===== src/rtl/issue_queue_ctrl.sv =====
// Entry management for a 16-entry out-of-order issue queue: allocation, dense age
// tracking, tag wakeup, select-tree export and a registered single-entry issue slot.
module issue_queue_ctrl #(
  parameter int unsigned DEPTH        = 16,
  parameter int unsigned OPCODE_WIDTH = 7,
  parameter int unsigned AGE          = 5,
  parameter int unsigned TAG          = 6
) (
  input  logic                           clk,
  input  logic                           rst_n,
  input  logic                           flush,
  input  logic                           disp_valid,
  output logic                           disp_ready,
  input  logic [OPCODE_WIDTH-1:0]        disp_op,
  input  logic [TAG-1:0]                 disp_src1_tag,
  input  logic                           disp_src1_rdy,
  input  logic [TAG-1:0]                 disp_src2_tag,
  input  logic                           disp_src2_rdy,
  input  logic [TAG-1:0]                 disp_dst_tag,
  input  logic                           wk_valid,
  input  logic [TAG-1:0]                 wk_tag,
  output logic [DEPTH-1:0]               sel_req,
  output logic [DEPTH*OPCODE_WIDTH-1:0]  sel_op,
  output logic [DEPTH*AGE-1:0]           sel_age,
  input  logic                           gnt_valid,
  input  logic [3:0]                     gnt_addr,
  output logic                           iss_valid,
  output logic [OPCODE_WIDTH-1:0]        iss_op,
  output logic [TAG-1:0]                 iss_dst_tag,
  output logic [TAG-1:0]                 iss_src1_tag,
  output logic [TAG-1:0]                 iss_src2_tag,
  output logic [4:0]                     count
);

  localparam int unsigned IDX_W = 4;
  localparam int unsigned CNT_W = 5;

  typedef struct packed {
    logic [OPCODE_WIDTH-1:0] op;
    logic [TAG-1:0]          src1;
    logic                    rdy1;
    logic [TAG-1:0]          src2;
    logic                    rdy2;
    logic [TAG-1:0]          dst;
    logic [AGE-1:0]          age;
  } entry_t;

  entry_t                  ent_q [DEPTH];
  entry_t                  ent_d [DEPTH];
  logic [DEPTH-1:0]        valid_q, valid_d;
  logic [CNT_W-1:0]        count_q, count_d;
  logic                    iss_valid_q, iss_valid_d;
  logic [OPCODE_WIDTH-1:0] iss_op_q, iss_op_d;
  logic [TAG-1:0]          iss_dst_q, iss_dst_d;
  logic [TAG-1:0]          iss_src1_q, iss_src1_d;
  logic [TAG-1:0]          iss_src2_q, iss_src2_d;

  logic [IDX_W-1:0]        free_idx;
  logic                    free_found;
  logic                    disp_fire;
  logic                    grant_fire;
  logic [AGE-1:0]          gnt_age;
  logic                    wk1, wk2;

  // Select-tree export straight from entry registers
  always_comb begin
    sel_req = '0;
    sel_op  = '0;
    sel_age = '0;
    for (int i = 0; i < DEPTH; i++) begin
      sel_req[i]                              = valid_q[i] & ent_q[i].rdy1 & ent_q[i].rdy2;
      sel_op[i*OPCODE_WIDTH +: OPCODE_WIDTH]  = ent_q[i].op;
      sel_age[i*AGE +: AGE]                   = ent_q[i].age;
    end
  end

  assign disp_ready = (count_q != CNT_W'(DEPTH));

  // Lowest-index free slot
  always_comb begin
    free_idx   = '0;
    free_found = 1'b0;
    for (int i = 0; i < DEPTH; i++) begin
      if (!valid_q[i] && !free_found) begin
        free_idx   = IDX_W'(i);
        free_found = 1'b1;
      end
    end
  end

  assign disp_fire  = disp_valid & disp_ready & ~flush;
  assign grant_fire = gnt_valid & valid_q[gnt_addr] & sel_req[gnt_addr] & ~flush;
  assign gnt_age    = ent_q[gnt_addr].age;
  assign wk1        = wk_valid & (disp_src1_tag == wk_tag);
  assign wk2        = wk_valid & (disp_src2_tag == wk_tag);

  // Entry next-state: wakeup, age compaction, retire, allocate; flush overrides all
  always_comb begin
    valid_d     = valid_q;
    count_d     = count_q + CNT_W'(disp_fire) - CNT_W'(grant_fire);
    iss_valid_d = grant_fire;
    iss_op_d    = iss_op_q;
    iss_dst_d   = iss_dst_q;
    iss_src1_d  = iss_src1_q;
    iss_src2_d  = iss_src2_q;
    for (int i = 0; i < DEPTH; i++) begin
      ent_d[i] = ent_q[i];
      if (valid_q[i] && wk_valid) begin
        if (ent_q[i].src1 == wk_tag) ent_d[i].rdy1 = 1'b1;
        if (ent_q[i].src2 == wk_tag) ent_d[i].rdy2 = 1'b1;
      end
      if (grant_fire && valid_q[i] && (ent_q[i].age > gnt_age)) begin
        ent_d[i].age = ent_q[i].age - AGE'(1);
      end
    end
    if (grant_fire) begin
      valid_d[gnt_addr] = 1'b0;
      iss_op_d          = ent_q[gnt_addr].op;
      iss_dst_d         = ent_q[gnt_addr].dst;
      iss_src1_d        = ent_q[gnt_addr].src1;
      iss_src2_d        = ent_q[gnt_addr].src2;
    end
    if (disp_fire) begin
      valid_d[free_idx]     = 1'b1;
      ent_d[free_idx].op    = disp_op;
      ent_d[free_idx].src1  = disp_src1_tag;
      ent_d[free_idx].rdy1  = disp_src1_rdy | wk1;
      ent_d[free_idx].src2  = disp_src2_tag;
      ent_d[free_idx].rdy2  = disp_src2_rdy | wk2;
      ent_d[free_idx].dst   = disp_dst_tag;
      ent_d[free_idx].age   = AGE'(count_q) - AGE'(grant_fire);
    end
    if (flush) begin
      valid_d = '0;
      count_d = '0;
      for (int i = 0; i < DEPTH; i++) ent_d[i] = '0;
    end
  end

  always_ff @(posedge clk or negedge rst_n) begin
    if (!rst_n) begin
      valid_q     <= '0;
      count_q     <= '0;
      iss_valid_q <= 1'b0;
      iss_op_q    <= '0;
      iss_dst_q   <= '0;
      iss_src1_q  <= '0;
      iss_src2_q  <= '0;
      for (int i = 0; i < DEPTH; i++) ent_q[i] <= '0;
    end else begin
      valid_q     <= valid_d;
      count_q     <= count_d;
      iss_valid_q <= iss_valid_d;
      iss_op_q    <= iss_op_d;
      iss_dst_q   <= iss_dst_d;
      iss_src1_q  <= iss_src1_d;
      iss_src2_q  <= iss_src2_d;
      for (int i = 0; i < DEPTH; i++) ent_q[i] <= ent_d[i];
    end
  end

  assign count        = count_q;
  assign iss_valid    = iss_valid_q;
  assign iss_op       = iss_op_q;
  assign iss_dst_tag  = iss_dst_q;
  assign iss_src1_tag = iss_src1_q;
  assign iss_src2_tag = iss_src2_q;

endmodule


===== config.mk =====
export PLATFORM = sky130hd
export DESIGN_NAME = issue_queue_ctrl
export DESIGN_NICKNAME = d
export VERILOG_FILES = /design/src/rtl/issue_queue_ctrl.sv
export SDC_FILE = /design/constraint.sdc
export NUM_CORES = 1
export LEC_CHECK = 0
export BUFFER_PORTS_ARGS = -buffer_cell sky130_fd_sc_hd__buf_4
export CORE_AREA = 2 2 215 323
export CTS_CLUSTER_SIZE = 8
export DETAILED_ROUTE_END_ITERATION = 8
export DIE_AREA = 0 0 217 325
export GPL_ROUTABILITY_DRIVEN = 0
export PLACE_DENSITY = 0.78
export SETUP_SLACK_MARGIN = 0.15
export SYNTH_ARGS = -nofsm -noshare
export SYNTH_HDL_FRONTEND = slang
export SYNTH_SLANG_ARGS = --single-unit

===== constraint.sdc =====
create_clock -name clk -period 9.1 [get_ports clk]
set_clock_uncertainty 0.2 [all_clocks]
set_input_delay 0.91 -clock clk [delete_from_list [all_inputs] [get_ports clk]]
set_output_delay 0.91 -clock clk [all_outputs]
set_load 0.02 [all_outputs]

==> results.md, run 1 <==
* Total Nets Final at 3099
* Detailed router's first-iteration violation count at 2986
* Reg-to-reg startpoint: valid_q[4]
* Setup repair after global routing missed its margin: no
* Number of cells upsized or downsized after cts at 0
* Worst Setup SP: gnt_addr[1]
* Top library cells by usage in the layout, fill and taps aside: sky130_fd_sc_hd__dfrtp_1 (559), sky130_fd_sc_hd__nand2_1 (361), sky130_fd_sc_hd__buf_4 (323)
* Synthesized netlist net count at 3132
* Setup slack of the worst register-to-register path at 4.52 ns
* Setup TNS Final at 0 ns
* Synthesized area at 32340 µm²
* Post-synthesis sequential area ratio at 43.26%
* Via density per instance at 6.778
* Total length of routed wires at 115.1 mm
* Final setup violation count at 0
* Outcome: complete, no violations
* Overall die area at 70530 µm²
* Chip width at 217 µm
* Critical Path AT at 5.72 ns
* Number of search-and-repair iterations in the first detailed-routing pass at 5
* Wire length of the first global-routing pass at 170.1 mm
* Clock tree from TritonCTS: yes
* Cell row count at 117
* Remaining global-route overflow at 0
* Maximum single-stage delay on the critical path at 0.89 ns
* Clock-pin slew reported for the worst setup and hold paths after clock tree synthesis at 0.05 ns
* Maximum level of the CTS H-tree at 3
* Category of the worst setup path launch point: input pin
* Kind of end point of the critical path: register
* Final routed wire length divided by cell count at 29.90 µm
* Fraction of the cycle the final worst path needs at 58.98%
* Final worst path period need at 5.367 ns
* Clock root buffer master: sky130_fd_sc_hd__clkbuf_16
* Synth Instances at 2982
* Proportion of synthesized flip-flops having asynchronous set or reset at 100.0%
* Number of maximum-capacitance constraint violations at 0
* Largest net degree at the start of global routing at 183
* Most common library cell in the layout ignoring fill and taps: sky130_fd_sc_hd__dfrtp_1
* Die outline height at 325 µm
* Overall power at 6.141 mW
* Area overhead of the layout relative to synthesis at 10.51%
* Largest cells by area after synthesis: sky130_fd_sc_hd__dfrtp_1 (43%), sky130_fd_sc_hd__mux4_2 (10%), sky130_fd_sc_hd__a22o_1 (8.1%), sky130_fd_sc_hd__buf_4 (4.5%), sky130_fd_sc_hd__nand2_1 (4.2%)
* Placeable core region at 67630 µm²
* GR Util All Layers at 32.41%
* Ratio of cells with drive above 1 in the final layout at 20.74%
* EDFF count, synth at 0
* Area share of the largest cell type after synthesis at 43.26%
* CTS buffer count at 79
* Routed via count at 26100
* Worst hold-check slack at 0.07696 ns
* Post-CTS Repair Setup Buffers at 0
* Min-delay worst type: in -> async
* Power Dens Cells at 171.8 nW/µm²
* Number of hold violations in the final report at 0
* Post-synth top area cell: sky130_fd_sc_hd__dfrtp_1
* Crit path kind: in -> reg
* Number of clock sinks at 559
* Number of antenna-violating nets in the routed design at 0
* Critical path required time at 9.45 ns
* Starting density of the core at 47.82%
* Synth Flop Type: sky130_fd_sc_hd__dfrtp_1
* Number of antenna violations at the first check in global routing at 8
* Transition at the pin with the smallest max-transition slack at 1.217 ns
* PortBufs at 282
* Number of register bits inferred by synthesis at 559
* Remaining design rule violation count at 0
* Total leakage power at 16.14 nW
* Slew HR at 18.70%
* Maximum vdd drop at 0.1404 mV
* Final HPWL DP at 76.36 mm
* Cts hold-fix bufs at 0
* Vias in the first global route at 26090
* Later-pin clock latency in the skew report at 0.64 ns
* Max Fclk at 186.3 MHz
* Max stage delay cell, worst path: sky130_fd_sc_hd__buf_4
* CTS max path bufs at 3
* CP cell instances: buf_6 -> buf_4 -> nor4_1 -> nor4_1 -> nand4_1 -> inv_2 -> buf_4 -> ha_1 -> inv_1 -> ha_1 -> fa_1 -> a21oi_1 -> nor2_1 -> or3_1 -> a21oi_1
* Top Ports at 283
* Number of slew-limit violations in the final report at 0
* Crit-path max FO at 77
* Post-synthesis average cell area at 10.84 µm²
* Unique cell type count in the Yosys netlist at 76
* Number of warnings reported in the yosys synthesis log at 0
metrics by stage:
step / area, µm² / utilization, % / cells / setup WS (ns)
floorplan: 32340 / - / 2982 / 3.812
global placement: 33590 / 49.66 / 3760 / 3.152
detailed placement: 33590 / 49.66 / 3760 / 3.094
CTS: 35730 / 52.83 / 3847 / 3.743
global route: 35730 / 52.83 / 3847 / 3.396
finish: 35740 / 52.84 / 3850 / 3.733
flip-flops by register name, summed over array words and instances, names as in the netlist:
name          cells
ent_q           320
iss_src2_tag      6
iss_src1_tag      6
count             5
sel_op          112
sel_age          80
valid_q          16
iss_dst_tag       6
iss_valid         1
iss_op            7
logic make-up after synthesis:
group | synth area share [%]
AO/OA/AOI/OAI | 15.79
XOR/XNOR | 7.042
adder cells (fa/ha/maj) | 4.163
buffers and inverters | 8.237
flip-flops | 43.26
multiplexers | 10.62
AND/OR/NAND/NOR | 10.90
layout make-up:
| class | instances | area (µm²) |
|---|---|---|
| diodes | 3 | 7.507 |
| clock buffers | 81 | 2006 |
| clock inverters | 6 | 135.1 |
| fillers | 5745 | 31900 |
| inverters | 56 | 210.2 |
| multi-input cells | 1924 | 15760 |
| flip-flops and latches | 559 | 13990 |
| well taps | 892 | 1116 |
| repair buffers | 329 | 2514 |
power breakdown:
| part | internal [mW] | total, mW | switching [mW] |
|---|---|---|---|
| sequential | 2.55 | 2.62 | 0.0754 |
| combinational | 0.272 | 0.842 | 0.570 |
| clock | 1.56 | 2.68 | 1.12 |
| total | 4.38 | 6.14 | 1.76 |
worst max-delay path, delay by kind of cell:
kind,cells,cell delay [ns]
adders and majority gates,3,0.91
buffers and inverters,5,2.31
AOI/OAI and AO/OA,2,0.33
and+or+nand+nor,5,1.12
routing by layer:
layer | track usage [%] | vias up | routed length, µm
met5 | 1.111 | - | 172
met3 | 8.967 | 583 | 12630
met4 | 25.85 | 12 | 10710
met2 | 50.52 | 1906 | 52940
met1 | 37.34 | 12970 | 38680
li1 | - | 10620 | -
path summary, 6_finish.rpt:
| path | cells after the start | to |
|---|---|---|
| min in group clk | 2 | iss_src2_tag[4] |
| min reg2reg | 2 | iss_src2_tag[4] |
| min | 1 | ent_q[171] |
| max reg2reg | 14 | count[4] |
| max | 15 | count[4] |
| max in group asynchronous | 3 | ent_q[376] |
Yosys cell counts (all sizes together) (20+ instances only):
cell type / n
nand3: 54
clkbuf: 170
nor4: 48
a22o: 300
a22oi: 21
a221oi: 20
xnor2: 131
nor3: 47
dfrtp: 559
mux4: 150
and3: 31
xor2: 129
o21ai: 67
nor2b: 20
inv: 56
ha: 106
a21oi: 128
nand4: 30
a41oi: 23
buf: 273
nand2: 361
nor2: 68
No activity file was read; power rests on OpenSTA's default activity.
==> inputs of run 2 (changes only) <==
Clock period 9.1 ns to 5 ns, I/O delays scaled along.
==> run 2 against run 1 <==
Compared with the run above:
- register-to-register slack worse by 3.7 ns
- routed wire length down 0.67%
- critical path type is now reg -> reg
- global-route usage down 0.15 points
==> results.md, run 2 (synthesis results as in run 1) <==
* Chip width at 217 µm
* Power Dens Cells at 310.8 nW/µm²
* Crit-path max FO at 13
* Pint at 7.991 mW
* Vias in the first global route at 26260
* Min-delay worst type: in -> reg
* Crit path kind: reg -> reg
* Number of slew-limit violations in the final report at 0
* Maximum single-stage delay on the critical path at 0.55 ns
* CP cell instances: mux4_2 -> mux4_2 -> inv_1 -> ha_1 -> o21ai_0 -> a21oi_1 -> o31ai_1 -> nor2_1 -> mux2_2 -> a221oi_1
* Cell row count at 117
* Dominant cell type by count on the critical path: sky130_fd_sc_hd__mux4_2
* CTS max path bufs at 3
* Top Ports at 283
* Starting density of the core at 47.82%
* Met2 demand-to-capacity share in global routing at 50.35%
* Post-route non-filler standard cell count at 3871
* Critical Path AT at 4.44 ns
* Largest net degree at the start of global routing at 158
* Setup repair after global routing missed its margin: no
* Wire length of the first global-routing pass at 169.5 mm
* GR Util All Layers at 32.26%
* Layout Cell Area excl Fill at 35930 µm²
* Remaining global-route overflow at 0
* Worst slack at placement at 0.4161 ns
* Number of hold violations in the final report at 0
* Remaining design rule violation count at 0
* Number of filler cells placed in the layout at 5764
* Portion of total power attributed to sequential cells at 42.7%
* Most crowded layer after global routing: met2
* Worst hold-check slack at 0.02072 ns
* Category of the worst setup path launch point: register
* Finished Core Util at 53.13%
* Detailed router's first-iteration violation count at 3256
* Fraction of the cycle the final worst path needs at 82.62%
* Max Fclk at 242.1 MHz
* Final setup violation count at 0
* Clock tree from TritonCTS: yes
* Part of the power in combinational logic at 13.9%
* Transition at the pin with the smallest max-transition slack at 1.208 ns
* Overall die area at 70530 µm²
* Routed via count at 26320
* Ratio of cells with drive above 1 in the final layout at 21.17%
* Sw Pwr at 3.176 mW
* Number of cells upsized or downsized after cts at 0
* Total length of routed wires at 114.4 mm
* Later-pin clock latency in the skew report at 0.64 ns
* Total Nets Final at 3121
* CTS buffer count at 79
* Final worst path period need at 4.131 ns
* Via density per instance at 6.800
* Outcome: complete, no violations
* Maximum level of the CTS H-tree at 3
* Number of antenna-violating nets in the routed design at 0
* PortBufs at 282
* Slew HR at 19.45%
* Max stage delay cell, worst path: sky130_fd_sc_hd__mux4_2
* Count of buffering cells on the critical path with inverters included at 1
* Switching power as a share of total power at 28.44%
* Register with the most flip-flops: ent_q
* Final routed wire length divided by cell count at 29.54 µm
* Most common library cell in the layout ignoring fill and taps: sky130_fd_sc_hd__dfrtp_1
* Critical path required time at 5.31 ns
* GR Layer Usage met1 at 38.25%
* Total leakage power at 16.25 nW
* Storage element area at 13990 µm²
* Met3 capacity usage during global routing at 7.340%
* Area occupied by multi-input gates at 15760 µm²
* Fraction of power consumed by the clock network at 43.4%
* Setup TNS Final at 0 ns
* Placed instance area at 33760 µm²
* Area overhead of the layout relative to synthesis at 11.11%
* Maximum vdd drop at 0.3053 mV
* Final HPWL DP at 76.16 mm
* Clock-pin slew reported for the worst setup and hold paths after clock tree synthesis at 0.05 ns
* Clock root buffer master: sky130_fd_sc_hd__clkbuf_16
* Top library cells by usage in the layout, fill and taps aside: sky130_fd_sc_hd__dfrtp_1 (559), sky130_fd_sc_hd__nand2_1 (361), sky130_fd_sc_hd__buf_4 (338)
* DP Cell Count at 3778
* Die outline height at 325 µm
* Number of flip-flops under the largest register name at 320
* Cell family with most CP delay: multiplexers
* Number of search-and-repair iterations in the first detailed-routing pass at 5
* Overall power at 11.17 mW
* Worst setup slack after layout at 0.8688 ns
* Number of antenna violations at the first check in global routing at 9
* Placeable core region at 67630 µm²
* Number of clock sinks at 559
* Kind of end point of the critical path: register
* Number of maximum-capacitance constraint violations at 0
run 2: cell count changes in the layout (fill, tap and decap cells not counted), sizes merged:
cell,delta
buf,+18
inv,-2
dlygate4sd3,+4
clkbuf,+1
run 2: final timing paths:
| kind | start | slack (ns) | cells past startpoint | to |
|---|---|---|---|---|
| setup / recovery | sel_age[73] | 0.87 | 10 | sel_age[36] |
| hold / removal | disp_dst_tag[4] | 0.02 | 3 | ent_q[137] |
| setup reg to reg | sel_age[73] | 0.87 | 10 | sel_age[36] |
| hold reg to reg | iss_dst_tag[4] | 0.27 | 2 | iss_dst_tag[4] |
| max in group asynchronous | rst_n | 3.07 | 3 | valid_q[6] |
| min in group asynchronous | rst_n | 0.31 | 2 | ent_q[179] |
run 2: metal layers:
metal  vias to the layer above  wire length (µm)
met3                       583             11600
met4                        10             10700
li1                      10640                 -
met2                      1924             52680
met5                         -                77
met1                     13160             39310
run 2: layout make-up:
cell class | count | area share (%)
Antenna cell | 3 | 0.02089
Clock buffer | 82 | 5.652
Clock inverter | 4 | 0.2577
Inverter | 56 | 0.5850
Multi-Input combinational cell | 1924 | 43.86
Sequential cell | 559 | 38.93
Tap cell | 892 | 3.106
Timing Repair Buffer | 351 | 7.588
run 2: what timing repair did:
action,CTS,global route
hold endpoints to repair,96,0
buffers inserted,0,0
hold buffers,4,0
run 2: power by group through the flow:
stage | Combinational (mW) | Sequential, mW | Clock [mW]
final | 1.55 | 4.77 | 4.85
after detailed placement | 1.52 | 4.84 | 0
after CTS | 1.53 | 4.76 | 4.88
after global placement | 1.49 | 4.84 | 0
after floorplan | 0.940 | 4.80 | 0
after global routing | 1.64 | 4.77 | 5.07
run 2: worst reg2reg max path: stages, from the launching register on:
cell and delay (ns):
sky130_fd_sc_hd__dfrtp_1 0.48, sky130_fd_sc_hd__mux4_2 0.55, sky130_fd_sc_hd__mux4_2 0.48, sky130_fd_sc_hd__inv_1 0.53
sky130_fd_sc_hd__ha_1 0.37, sky130_fd_sc_hd__o21ai_0 0.08, sky130_fd_sc_hd__a21oi_1 0.06, sky130_fd_sc_hd__o31ai_1 0.48
sky130_fd_sc_hd__nor2_1 0.15, sky130_fd_sc_hd__mux2_2 0.31, sky130_fd_sc_hd__a221oi_1 0.33
